## src/rtl/exec_ctrl_if.sv

```systemverilog
// exec_ctrl_if -- memory bus and datapath control bundle for exec_ctrl.
//
// Signals:
//   mem_addr  [AW-1:0]  memory address
//   mem_we              write strobe, memory writes on the next clk edge
//   mem_rdata [7:0]     combinational read data for mem_addr
//   wsel      [1:0]     write-data mux: 00 A, 01 B, 10 T
//   ld_a/ld_b/ld_t      one-cycle load strobes for datapath registers
//   a_src               A load source: 0 mem_rdata, 1 ALU
//   alu_sub             ALU mode: 0 A+B, 1 A-B
//
// master: the controller (drives address and strobes, reads mem_rdata)
// slave : the memory/datapath side
interface exec_ctrl_if #(
  parameter int AW = 8
);
  logic [AW-1:0] mem_addr;
  logic          mem_we;
  logic [7:0]    mem_rdata;
  logic [1:0]    wsel;
  logic          ld_a;
  logic          ld_b;
  logic          ld_t;
  logic          a_src;
  logic          alu_sub;

  modport master (
    output mem_addr, mem_we, wsel, ld_a, ld_b, ld_t, a_src, alu_sub,
    input  mem_rdata
  );

  modport slave (
    input  mem_addr, mem_we, wsel, ld_a, ld_b, ld_t, a_src, alu_sub,
    output mem_rdata
  );
endinterface

```

## src/rtl/exec_ctrl.sv

```systemverilog
// exec_ctrl -- sequencer for a tiny two-byte-instruction machine.
// Fetches opcode and operand bytes from memory, then drives load/write
// strobes for an external datapath (registers A, B, T and an add/sub ALU).
//
// Ports:
//   clk         clock, all state changes on its rising edge
//   rst         asynchronous active-low reset
//   start       launch execution (honoured only in IDLE or HALTED)
//   start_addr  first instruction address, sampled with start
//   bus         exec_ctrl_if master: memory address/strobe/read data and
//               datapath controls
//   busy        high in FETCH, OPER, EXEC, EXEC2
//   done        high while HALTED
//   err         sticky: an undefined opcode was executed since last start
//   pc          current program counter
module exec_ctrl #(
  parameter int            AW    = 8,
  parameter logic [AW-1:0] M_REG = AW'(8'h26)
) (
  input  logic          clk,
  input  logic          rst,
  input  logic          start,
  input  logic [AW-1:0] start_addr,
  exec_ctrl_if.master   bus,
  output logic          busy,
  output logic          done,
  output logic          err,
  output logic [AW-1:0] pc
);

  localparam logic [3:0] OP_NOP   = 4'h0;
  localparam logic [3:0] OP_MOVA  = 4'h1;
  localparam logic [3:0] OP_MOVB  = 4'h2;
  localparam logic [3:0] OP_ADD   = 4'h3;
  localparam logic [3:0] OP_SUB   = 4'h6;
  localparam logic [3:0] OP_HALT  = 4'h8;
  localparam logic [3:0] OP_MOVAM = 4'h9;
  localparam logic [3:0] OP_MOVBM = 4'hA;
  localparam logic [3:0] OP_MOVM  = 4'hC;

  typedef enum logic [2:0] {
    S_IDLE,
    S_FETCH,
    S_OPER,
    S_EXEC,
    S_EXEC2,
    S_HALTED
  } state_t;

  state_t        state_reg, state_next;
  logic [AW-1:0] pc_reg, pc_next;
  logic [3:0]    ir_reg, ir_next;
  logic [7:0]    opr_reg, opr_next;
  logic          err_reg, err_next;

  // Output-comb intermediates, forwarded to the interface below.
  logic [AW-1:0] mem_addr_c;
  logic          mem_we_c;
  logic [1:0]    wsel_c;
  logic          ld_a_c, ld_b_c, ld_t_c, a_src_c, alu_sub_c;

  // State register. The asynchronous reset forces IDLE immediately, and
  // since every strobe is decoded from the state, any in-flight write is
  // cancelled in the same cycle reset is asserted.
  always_ff @(posedge clk or negedge rst) begin
    if (!rst) begin
      state_reg <= S_IDLE;
      pc_reg    <= '0;
      ir_reg    <= '0;
      opr_reg   <= '0;
      err_reg   <= 1'b0;
    end else begin
      state_reg <= state_next;
      pc_reg    <= pc_next;
      ir_reg    <= ir_next;
      opr_reg   <= opr_next;
      err_reg   <= err_next;
    end
  end

  // Next-state and register update logic.
  always_comb begin
    state_next = state_reg;
    pc_next    = pc_reg;
    ir_next    = ir_reg;
    opr_next   = opr_reg;
    err_next   = err_reg;
    case (state_reg)
      S_IDLE, S_HALTED: begin
        if (start) begin
          state_next = S_FETCH;
          pc_next    = start_addr;
          err_next   = 1'b0;
        end
      end
      S_FETCH: begin
        ir_next    = bus.mem_rdata[3:0];
        pc_next    = pc_reg + AW'(1);
        state_next = S_OPER;
      end
      S_OPER: begin
        opr_next   = bus.mem_rdata;
        pc_next    = pc_reg + AW'(1);
        state_next = S_EXEC;
      end
      S_EXEC: begin
        case (ir_reg)
          OP_HALT: state_next = S_HALTED;
          OP_MOVM: state_next = S_EXEC2;
          OP_NOP, OP_MOVA, OP_MOVB, OP_ADD, OP_SUB, OP_MOVAM, OP_MOVBM:
            state_next = S_FETCH;
          default: begin
            // Undefined opcode: behaves as NOP but leaves a sticky flag.
            err_next   = 1'b1;
            state_next = S_FETCH;
          end
        endcase
      end
      S_EXEC2: state_next = S_FETCH;
      default: state_next = S_IDLE;
    endcase
  end

  // Output decode. mem_addr follows pc unless this cycle accesses OPR or
  // M_REG, so the opcode/operand reads in FETCH/OPER need no special case.
  always_comb begin
    mem_addr_c = pc_reg;
    mem_we_c   = 1'b0;
    wsel_c     = 2'b00;
    ld_a_c     = 1'b0;
    ld_b_c     = 1'b0;
    ld_t_c     = 1'b0;
    a_src_c    = 1'b0;
    alu_sub_c  = 1'b0;
    case (state_reg)
      S_EXEC: begin
        case (ir_reg)
          OP_MOVA: begin
            mem_addr_c = AW'(opr_reg);
            ld_a_c     = 1'b1;
          end
          OP_MOVB: begin
            mem_addr_c = AW'(opr_reg);
            ld_b_c     = 1'b1;
          end
          OP_ADD: begin
            ld_a_c  = 1'b1;
            a_src_c = 1'b1;
          end
          OP_SUB: begin
            ld_a_c    = 1'b1;
            a_src_c   = 1'b1;
            alu_sub_c = 1'b1;
          end
          OP_MOVAM: begin
            mem_addr_c = AW'(opr_reg);
            mem_we_c   = 1'b1;
            wsel_c     = 2'b00;
          end
          OP_MOVBM: begin
            mem_addr_c = AW'(opr_reg);
            mem_we_c   = 1'b1;
            wsel_c     = 2'b01;
          end
          OP_MOVM: begin
            // First half of the memory-to-memory move: capture into T.
            mem_addr_c = AW'(opr_reg);
            ld_t_c     = 1'b1;
          end
          default: ;
        endcase
      end
      S_EXEC2: begin
        mem_addr_c = M_REG;
        mem_we_c   = 1'b1;
        wsel_c     = 2'b10;
      end
      default: ;
    endcase
  end

  assign bus.mem_addr = mem_addr_c;
  assign bus.mem_we   = mem_we_c;
  assign bus.wsel     = wsel_c;
  assign bus.ld_a     = ld_a_c;
  assign bus.ld_b     = ld_b_c;
  assign bus.ld_t     = ld_t_c;
  assign bus.a_src    = a_src_c;
  assign bus.alu_sub  = alu_sub_c;

  assign busy = (state_reg == S_FETCH) || (state_reg == S_OPER) ||
                (state_reg == S_EXEC)  || (state_reg == S_EXEC2);
  assign done = (state_reg == S_HALTED);
  assign err  = err_reg;
  assign pc   = pc_reg;

endmodule

```

## src/flat_wrapper.sv

```systemverilog
// flat-port wrapper written by rule: the top's interface ports become plain ports
module exec_ctrl_flat 
#(
  parameter int            AW    = 8,
  parameter logic [AW-1:0] M_REG = AW'(8'h26)
)
  (clk, rst, start, start_addr, busy, done, err, pc, bus_mem_addr, bus_mem_we, bus_wsel, bus_ld_a, bus_ld_b, bus_ld_t, bus_a_src, bus_alu_sub, bus_mem_rdata);
  exec_ctrl_if #(.AW(AW)) bus_i ();
  input  logic clk;
  input  logic rst;
  input  logic start;
  input  logic [AW-1:0] start_addr;
  output logic busy;
  output logic done;
  output logic err;
  output logic [AW-1:0] pc;
  output wire logic [$bits(bus_i.mem_addr)-1:0] bus_mem_addr;
  output wire logic [$bits(bus_i.mem_we)-1:0] bus_mem_we;
  output wire logic [$bits(bus_i.wsel)-1:0] bus_wsel;
  output wire logic [$bits(bus_i.ld_a)-1:0] bus_ld_a;
  output wire logic [$bits(bus_i.ld_b)-1:0] bus_ld_b;
  output wire logic [$bits(bus_i.ld_t)-1:0] bus_ld_t;
  output wire logic [$bits(bus_i.a_src)-1:0] bus_a_src;
  output wire logic [$bits(bus_i.alu_sub)-1:0] bus_alu_sub;
  input wire logic [$bits(bus_i.mem_rdata)-1:0] bus_mem_rdata;
  assign bus_mem_addr = bus_i.mem_addr;
  assign bus_mem_we = bus_i.mem_we;
  assign bus_wsel = bus_i.wsel;
  assign bus_ld_a = bus_i.ld_a;
  assign bus_ld_b = bus_i.ld_b;
  assign bus_ld_t = bus_i.ld_t;
  assign bus_a_src = bus_i.a_src;
  assign bus_alu_sub = bus_i.alu_sub;
  assign bus_i.mem_rdata = bus_mem_rdata;
  exec_ctrl #(.AW(AW), .M_REG(M_REG)) u_core (.clk(clk), .rst(rst), .start(start), .start_addr(start_addr), .bus(bus_i), .busy(busy), .done(done), .err(err), .pc(pc));
endmodule
```

## config.mk

```make
export PLATFORM = sky130hd
export DESIGN_NAME = exec_ctrl_flat
export DESIGN_NICKNAME = d
export VERILOG_FILES = /design/src/rtl/exec_ctrl_if.sv /design/src/rtl/exec_ctrl.sv /design/src/flat_wrapper.sv
export SDC_FILE = /design/constraint.sdc
export NUM_CORES = 1
export LEC_CHECK = 0
export CORE_MARGIN = 10
export CORE_UTILIZATION = 30
export DETAILED_ROUTE_END_ITERATION = 12
export GPL_ROUTABILITY_DRIVEN = 0
export GPL_TIMING_DRIVEN = 0
export PLACE_DENSITY = 0.66
export SETUP_SLACK_MARGIN = 0.5
export SLEW_MARGIN = 20
export SYNTH_ARGS = -nofsm -noshare
export SYNTH_HDL_FRONTEND = slang
export SYNTH_SLANG_ARGS = --single-unit
```

## constraint.sdc

```tcl
create_clock -name clk -period 1.4 [get_ports clk]
set_input_delay 0.14 -clock clk [delete_from_list [all_inputs] [get_ports clk]]
set_output_delay 0.14 -clock clk [all_outputs]
set_load 0.005 [all_outputs]
```

==> results_dict.tcl, run 1 <==
set metrics [dict create \
    synthTopCellsByCount "dfrtp_1 (24), nand2_1 (19), inv_1 (12)" \
    nets 287 \
    setup_ws_ps -582.4 \
    numCtsBuffers 3 \
    placed_cells 267 \
    drive_above_1_share 0.6340 \
    crit_required_ps 1260 \
    antenna_cells 0 \
    wl_per_cell_um 16.67 \
    num_io_pins 46 \
    antenna_found_initial 0 \
    h-tree-depth 1 \
    max_freq_mhz 504.5 \
    rsz0062_at_grt "true" \
    final_cells 332 \
    r2r-start "u_core.state_reg[2]" \
    grt_max_degree 25 \
    max-vdd-ir-drop_mv 1.292 \
    r2r_slack_ps -460 \
    critPathMaxFanout 2 \
    critPathLaunchType "register" \
    slew_viol_final 0 \
    initial_core_util 0.3116 \
    multi_input_area_sq_um 1104 \
    critPathCaptureType "output port" \
    cts_root_buf "clkbuf_8" \
    r2r-end "u_core.pc[5]" \
    slew_headroom 0.7531 \
    regArea_sq_um 605.6 \
    min_path_type "primary input to asynchronous set/reset pin" \
    dieHeight_um 90.27 \
    syn_inst 155 \
    synth_warnings 0 \
    grt-busiest-layer "met2" \
    rows 25 \
    total_power_uw 7513 \
    clk_pin_slew_worst_paths_ps 90 \
    tightest_slew_ps 370.3 \
    synth_edf_count 0 \
    violations "negative setup slack" \
    postLayoutCoreUtil 0.6279 \
    post-route-period-util 1.416 \
    status "finished, violations left" \
    cts_tree "yes" \
    yosys.area.top_type "dfrtp_1" \
    io_buffers 45 \
    dieArea_sq_um 8149 \
    yosysMostFrequentCell "dfrtp_1" \
    synth-seq-cells 24 \
    wirelength_um 5534 \
    clkSinkCount 24 \
    met3_usage 0.03907 \
    arrival_ps 1840 \
    ff2ff_path_depth 10 \
    grt_pass1_vias 1684 \
    ys_types 48 \
    n_fill_cell 372 \
    drt-initial-drc-count 90 \
    maxCapViolCount 0 \
    grtUsageMet2 0.2276 \
    grt_pass1_wl_um 8590 \
    yosysTopAreaCellShare 0.4054 \
    p_per_area_nw_per_um2 2516 \
    postRouteAntennaNets 0 \
    core-area_sq_um 4755 \
    clock_latency_ps 270 \
    firstDrtPassIters 4 \
    fin_skew_ps 11.22 \
    vias 1608 \
    cts.path.max_buffers 2 \
    hold_viol 0 \
    synth_area_sq_um 1481 \
    syn_to_final_growth_pct 101.5 \
    synth_flop_cell "dfrtp_1" \
    postSynthAreaPerCell_sq_um 9.558 \
    hold-worst-slack_ps 325.9 \
    dp_hpwl_um 3283 \
    stdcell_area_sq_um 2985 \
    die_w_um 90.27 \
    async_reset_ff_frac 1.000 \
    syn_nets 175 \
    ys_seq_area_frac 0.4054 \
    viasPerCell 4.843 \
    criticalPathCategory "register to output port" \
    gr-total-overflow 0 \
    met1_usage 0.1392 \
    synth.area.top_cells "dfrtp_1 (41%), nand2_1 (4.8%), mux2_2 (3.8%), mux2i_1 (3.4%), inv_1 (3.0%)" \
    drc 0 \
    setup_viol_count_final 36 \
    postPlaceCellArea_sq_um 2137 \
    fin_crit_ps 1982 \
    track_usage 0.1255 \
    p_leak_uw 0.001383 \
]
-- metrics by stage --
step	setup TNS [ps]	setup WS, ps
after floorplan	-225.8	-118.8
after global placement	-15350	-701.3
after detailed placement	-12200	-743.7
after CTS	-8701	-631.1
after global routing	-16230	-659.0
final	-13500	-582.4
-- timing repair --
action                                  4_1_cts  5_1_grt
buffers inserted                             42       19
endpoints found under the setup margin       51       55
hold buffers                                  1        0
endpoints found under the hold margin        24        0
pin swaps                                    22       17
gates resized for setup                     168       47
-- critical path, cell delays in order, from the launching register on --
cell and delay (ps):
dfrtp_1 380, buf_6 130, xnor2_4 180, o32ai_4 140
buf_6 140, buf_6 110, a31o_4 220, a21o_1 150
buf_2 120
-- cell families after synthesis --
logic type | share of synthesized area
xor+xnor | 0.02872
mux | 0.08192
buf+inv | 0.06671
simple gates | 0.2036
compound gates | 0.2052
fa+ha+maj | 0.008445
flops | 0.4054
-- power breakdown --
group | switching, uW | leakage (uW) | internal, uW | total, uW
registers | 219 | 0.000279 | 1040 | 1260
clock network | 233 | 0.0000216 | 193 | 425
logic | 2530 | 0.00108 | 3300 | 5820
total | 2980 | 0.00138 | 4530 | 7510
-- routing by layer --
layer / vias to the layer above / share of wire / wire length [um]
li1: 774 / - / -
met5: - / 0 / 0
met4: 0 / 0.0076 / 42
met1: 789 / 0.41 / 2292
met3: 6 / 0.053 / 296
met2: 39 / 0.52 / 2903
-- how the worst max path moves through the flow --
stage / to / start / cells after the start
after detailed placement: bus_mem_we / u_core.state_reg[1] / 5
final: bus_mem_addr[2] / u_core.ir_reg[1] / 8
after global placement: bus_mem_we / u_core.state_reg[1] / 5
after global routing: bus_mem_addr[7] / u_core.ir_reg[1] / 7
after floorplan: bus_mem_addr[4] / u_core.ir_reg[0] / 5
after CTS: bus_mem_addr[2] / u_core.ir_reg[0] / 8
-- cells in the final DEF, fill, tap and decap left out, drive strengths merged, types with 2 or more instances in the layout --
master | netlist | layout
and3 | 3 | 3
a21oi | 4 | 4
clkdlybuf4s50 | 0 | 17
nor4 | 2 | 2
o31ai | 3 | 3
nor2 | 11 | 11
nor3b | 2 | 2
nand2b | 3 | 3
buf | 8 | 95
nor3 | 7 | 7
o21a | 2 | 2
mux2i | 5 | 5
nand2 | 20 | 20
clkbuf | 1 | 5
nand3 | 2 | 2
o21ai | 9 | 9
a31o | 3 | 3
inv | 13 | 13
a21o | 3 | 3
a211oi | 3 | 3
xnor2 | 4 | 4
mux2 | 6 | 6
a221oi | 2 | 2
o32ai | 3 | 3
dfrtp | 24 | 24
-- layout make-up --
| cell class | count | area share |
|---|---|---|
| Tap cell | 67 | 0.02808 |
| Sequential cell | 24 | 0.2029 |
| Buffer | 9 | 0.03814 |
| Clock buffer | 3 | 0.01383 |
| Multi-Input combinational cell | 109 | 0.3697 |
| Inverter | 13 | 0.02054 |
| Timing Repair Buffer | 107 | 0.3269 |
No activity file was read; power rests on OpenSTA's default activity.
==> run 2: changes to the inputs <==
--- a/config.mk
+++ b/config.mk
@@ -5,12 +5,13 @@
 export SDC_FILE = /design/constraint.sdc
 export NUM_CORES = 1
 export LEC_CHECK = 0
+export ABC_AREA = 1
 export CORE_MARGIN = 10
-export CORE_UTILIZATION = 30
+export CORE_UTILIZATION = 35
 export DETAILED_ROUTE_END_ITERATION = 12
 export GPL_ROUTABILITY_DRIVEN = 0
 export GPL_TIMING_DRIVEN = 0
-export PLACE_DENSITY = 0.66
+export PLACE_DENSITY = 0.7
 export SETUP_SLACK_MARGIN = 0.5
 export SLEW_MARGIN = 20
 export SYNTH_ARGS = -nofsm -noshare
==> constraint.sdc (replaced) <==
create_clock -name clk -period 1.9 [get_ports clk]
set_input_delay 0.19 -clock clk [delete_from_list [all_inputs] [get_ports clk]]
set_output_delay 0.19 -clock clk [all_outputs]
set_load 0.005 [all_outputs]
==> results_dict.tcl, run 2 <==
set metrics [dict create \
    gr-total-overflow 0 \
    grt_pass1_vias 1720 \
    dieArea_sq_um 7440 \
    max-vdd-ir-drop_mv 0.9074 \
    ys_types 26 \
    cp_cell_sequence "inv_2, buf_6, nand2_2, nor2_4, inv_4, buf_6, nand3_4, nand2_2, buf_6" \
    yosysTopAreaCellShare 0.3909 \
    clock_latency_ps 280 \
    pre_cts_ws_ps -7.931 \
    antenna_found_initial 0 \
    syn_nets 238 \
    dieHeight_um 86.26 \
    antenna_cells 0 \
    synth_warnings 0 \
    slew_viol_final 0 \
    synth.area.top_cells "dfrtp_1 (39%), nand2_1 (19%), nand3_1 (13%), inv_1 (4.9%), o21ai_0 (3.9%)" \
    status "finished clean" \
    combinationalPowerShare 0.715 \
    cpMaxStageDelayCell "dfrtp_1" \
    h-tree-depth 1 \
    clk_pin_slew_worst_paths_ps 100 \
    rows 24 \
    synth_flop_cell "dfrtp_1" \
    drive_above_1_share 0.4345 \
    synthTopCellsByCount "nand2_1 (77), nand3_1 (39), dfrtp_1 (24)" \
    postSynthAreaPerCell_sq_um 7.048 \
    dp_hpwl_um 3226 \
    cp_num_buf_inv 5 \
    postLayoutCoreUtil 0.6241 \
    grt_max_degree 25 \
    setup_ws_ps 136.3 \
    critPathMaxFanout 8 \
    synth-seq-cells 24 \
    cts_root_buf "clkbuf_8" \
    drc 0 \
    cp_common_cell "buf_6" \
    switching_share 0.4394 \
    firstDrtPassIters 4 \
    max_freq_mhz 567.0 \
    yosys.area.top_type "dfrtp_1" \
    viasPerCell 4.858 \
    hold-worst-slack_ps 422.9 \
    pwr-share-clk 0.090 \
    vias 1773 \
    num_io_pins 46 \
    final_common_cell "nand2_1" \
    nets 334 \
    synth_area_sq_um 1536 \
    fin_crit_ps 1764 \
    tightest_slew_ps 560.3 \
    p_per_area_nw_per_um2 1924 \
    netSwitchingPower_uw 2265 \
    wl_per_cell_um 15.04 \
    io_buffers 45 \
    arrival_ps 1570 \
    core-area_sq_um 4294 \
    slew_headroom 0.6264 \
    clkSinkCount 24 \
    hold_viol 0 \
    grt_pass1_wl_um 8211 \
    fin_skew_ps 10.18 \
    rsz0062_at_grt "true" \
    final_cell_mix "nand2_1 (63), nand3_1 (31), buf_4 (30)" \
    crit_family "buffers and inverters" \
    maxCapViolCount 0 \
    track_usage 0.1326 \
    initial_core_util 0.3578 \
    p_leak_uw 0.001361 \
    slowest_delay_ps 430 \
    postRouteAntennaNets 0 \
    critPathCaptureType "output port" \
    total_power_uw 5156 \
    syn_to_final_growth_pct 74.43 \
    p_int_uw 2890 \
    synth_edf_count 0 \
    numCtsBuffers 3 \
    ys_seq_area_frac 0.3909 \
    syn_inst 218 \
    cts.path.max_buffers 2 \
    post-route-period-util 0.9283 \
    yosysMostFrequentCell "nand2_1" \
    min_path_type "primary input to asynchronous set/reset pin" \
    setup_viol_count_final 0 \
    cts_tree "yes" \
    drt-initial-drc-count 85 \
    crit_required_ps 1710 \
    die_w_um 86.26 \
    critPathLaunchType "register" \
    wirelength_um 5489 \
    criticalPathCategory "register to output port" \
    p_seq_frac 0.195 \
    async_reset_ff_frac 1.000 \
]
run 2: metal layers:
metal,GRT usage,vias up,share of wire
met2,0.2394,49,0.52
met1,0.1540,828,0.43
met3,0.03283,8,0.041
met5,0,-,0
met4,0.02798,0,0.013
li1,-,888,-
run 2: what timing repair did:
action | CTS | global route
buffers inserted | 32 | 11
hold buffers | 0 | 1
gates resized for setup | 109 | 44
pin swaps | 15 | 10
endpoints found under the setup margin | 26 | 35
cloned | 1 | 1
hold endpoints to repair | 0 | 24
run 2: power groups by stage:
stage / clock, uW / combinational (uW) / sequential, uW
5_1_grt: 491 / 4000 / 1030
6_report: 466 / 3690 / 1000
4_1_cts: 475 / 3010 / 974
3_5_place_dp: 0 / 2340 / 1060
3_3_place_gp: 0 / 2310 / 1050
2_1_floorplan: 0 / 1460 / 992
run 2: path summary, 6_finish.rpt:
check	startpoint	slack, ps	depth (start not counted)	to
max	u_core.state_reg[0]	140	9	bus_mem_addr[7]
min	rst	420	2	u_core.pc[7]
max reg2reg	u_core.state_reg[0]	290	8	u_core.opr_reg[6]
min reg2reg	u_core.opr_reg[2]	510	2	u_core.opr_reg[2]
max in group asynchronous	rst	1060	2	u_core.ir_reg[1]
min in group clk	bus_mem_rdata[0]	480	3	u_core.ir_reg[0]
run 2: logic make-up (layout without fill, tap and decap cells):
group / Yosys count / in the layout / share of synthesized area
fa+ha+maj: 1 / 1 / 0.008142
simple gates: 143 / 144 / 0.4259
mux: 4 / 4 / 0.02931
compound gates: 15 / 15 / 0.05212
buf+inv: 31 / 125 / 0.09364
flops: 24 / 24 / 0.3909
run 2: cell type report:
| type | instances | area [sq um] |
|---|---|---|
| inverter | 26 | 115.1 |
| multi-input combinational | 164 | 977.2 |
| sequential | 24 | 613.1 |
| buffer | 5 | 57.56 |
| clock inverter | 1 | 30.03 |
| clock buffer | 3 | 41.29 |
| fill | 345 | 1614 |
| tap | 52 | 65.06 |
| timing repair buffer | 90 | 780.7 |
run 2: worst reg2reg max path: cells and delay by family, from the launching register on:
kind	cells	cell delay (ps)
DFF	1	430
buffers and inverters	6	730
muxes	1	260
and+or+nand+nor	1	80
run 2: metrics by stage:
stage	instances	TNS, ps	instance area [sq um]
after global placement	315	-1.372	2052
after floorplan	218	0	1536
after global routing	365	0	2680
after CTS	352	0	2416
after detailed placement	315	-13.39	2052
final	365	0	2680
==> RTL change, RTL diff (flow settings as in run 2) <==
Encoding of `state_t`: now one-hot (6 bits for 6 states).
--- a/src/rtl/exec_ctrl.sv
+++ b/src/rtl/exec_ctrl.sv
@@ -40,9 +40,9 @@
 
-  typedef enum logic [2:0] {
-    S_IDLE,
-    S_FETCH,
-    S_OPER,
-    S_EXEC,
-    S_EXEC2,
-    S_HALTED
+  typedef enum logic [5:0] {
+    S_IDLE   = 6'b000001,
+    S_FETCH  = 6'b000010,
+    S_OPER   = 6'b000100,
+    S_EXEC   = 6'b001000,
+    S_EXEC2  = 6'b010000,
+    S_HALTED = 6'b100000
   } state_t;
Check against the original RTL: no difference found for any inputs over 10 cycles, from zero or initial values and one cycle with rst low; not proved beyond that.
==> RTL change against run 2 <==
- critical path depth is the same
- combinational power down 22%
- sequential cell count up 3
- via count is 9.0% higher
- design area grew 14%
- count of clock-buffer cells in the layout unchanged
- fmax fell by 2.7%
- area after synthesis grew 12%
- first-iteration DRC count is 32% higher
- final cell count up 11%
- power shrank 17%
- setup slack worse by 0.050 ns
- wire length increased by 7.2%
- critical endpoint is now bus_mem_addr[1]
- largest cell class unchanged
==> RTL change: results (changes against run 2) <==
[layout]
fillers = 380  ; +10%
drive_gt1_share_pct = 45.7  ; +2.3 points
nNetsFinal = 360  ; +7.8%

[synthesis]
synthMuxAreaShare_pct = 0  ; -2.9 points
seq_area_frac_synth_pct = 39.3  ; +0.23 points
synth_fa_ha_area_share_pct = 0.727  ; -0.088 points
synthXorXnorAreaFrac_pct = 1.53  ; +1.5 points
synth-compound-area-share_pct = 4.65  ; -0.56 points
synth_nets = 260  ; +9.2%
synthTopCellsByCount = 97 x nand2_1, 30 x nand3_1, 26 x dfrtp_1
syn_inst = 240  ; +10%
synth_area_leaders = dfrtp_1 38%, nand2_1 21%, nand3_1 8.7%

[placed_design]
place_area_um2 = 2250  ; +9.7%
place_inst = 352  ; +12%

[detailed_routing]
wl_per_cell_um = 14.5  ; -3.6%
wl_met2_um = 3120  ; +9.3%
drtIter0Drc = 112  ; +32%
via_count = 1933  ; +9.0%

[status]
status = completed

[pwr]
ir_drop_uv = 795  ; -12%
p_switching_mw = 1.97  ; -13%
comb_power_mw = 2.89  ; -22%
power_density_nw_per_um2 = 1410  ; -27%
pg_clk_mw = 0.350  ; -25%

[sta]
slew_headroom_pct = 57.8  ; -4.8 points
skew_ns = 0.00528  ; -0.00490 ns

[min_path]
hp-class = input pin to flip-flop

[critical_path]
critPathArrivalTime_ns = 1.62  ; +0.05 ns
path_delay_family = simple AND/OR/NAND/NOR gates

[global_route]
grt_util_met3_pct = 3.49  ; +0.21 points

-- RTL change: changes by cell type after synthesis, moves of 3 or more --
cell	delta
inv_1	+4
inv_2	-4
mux2_2	-4
nand2_1	+20
nand3_1	-9
nor2_2	+3
-- RTL change: worst register-to-register path: cells and delay by family (launching register included) --
family / cells / cell delay [ns]
buf+inv: 4 / 0.42
flops: 1 / 0.46
simple gates: 7 / 0.69
-- RTL change: final timing paths --
| check | start | endpoint | slack (ns) | cells after the start |
|---|---|---|---|---|
| setup / recovery | u_core.state_reg[4] | bus_mem_addr[1] | 0.09 | 9 |
| hold / removal | bus_mem_rdata[7] | u_core.opr_reg[7] | 0.44 | 3 |
| setup reg to reg | u_core.state_reg[3] | u_core.pc[1] | 0.26 | 11 |
| hold reg to reg | u_core.opr_reg[2] | u_core.opr_reg[2] | 0.50 | 2 |
| max in group asynchronous | rst | u_core.ir_reg[0] | 0.99 | 2 |
| min in group asynchronous | rst | u_core.pc[7] | 0.46 | 2 |
-- RTL change: repair_timing --
item | 4_1_cts | 5_1_grt
pin swaps | 19 | 31
cloned | 2 | 0
buffers inserted | 33 | 14
endpoints found under the hold margin | 26 | 0
setup endpoints to repair | 33 | 40
resized for setup | 111 | 79
hold buffers | 1 | 0
-- RTL change: cell families (layout without fill, tap and decap cells) --
kind of cell	count (synthesis)	in the layout
simple gates	161	162
xor+xnor	3	3
flops	27	27
buf+inv	33	131
compound gates	15	15
fa+ha+maj	1	1
-- RTL change: final cells by class --
type | count | area, um^2 | share of cell area, %
timing repair buffer | 94 | 846 | 27.7
sequential | 27 | 688 | 22.6
clock inverter | 1 | 8.76 | 0.287
multi-input combinational | 181 | 1190 | 39.2
inverter | 28 | 140 | 4.60
tap | 67 | 83.8 | 2.75
clock buffer | 3 | 41.3 | 1.35
buffer | 5 | 46.3 | 1.52
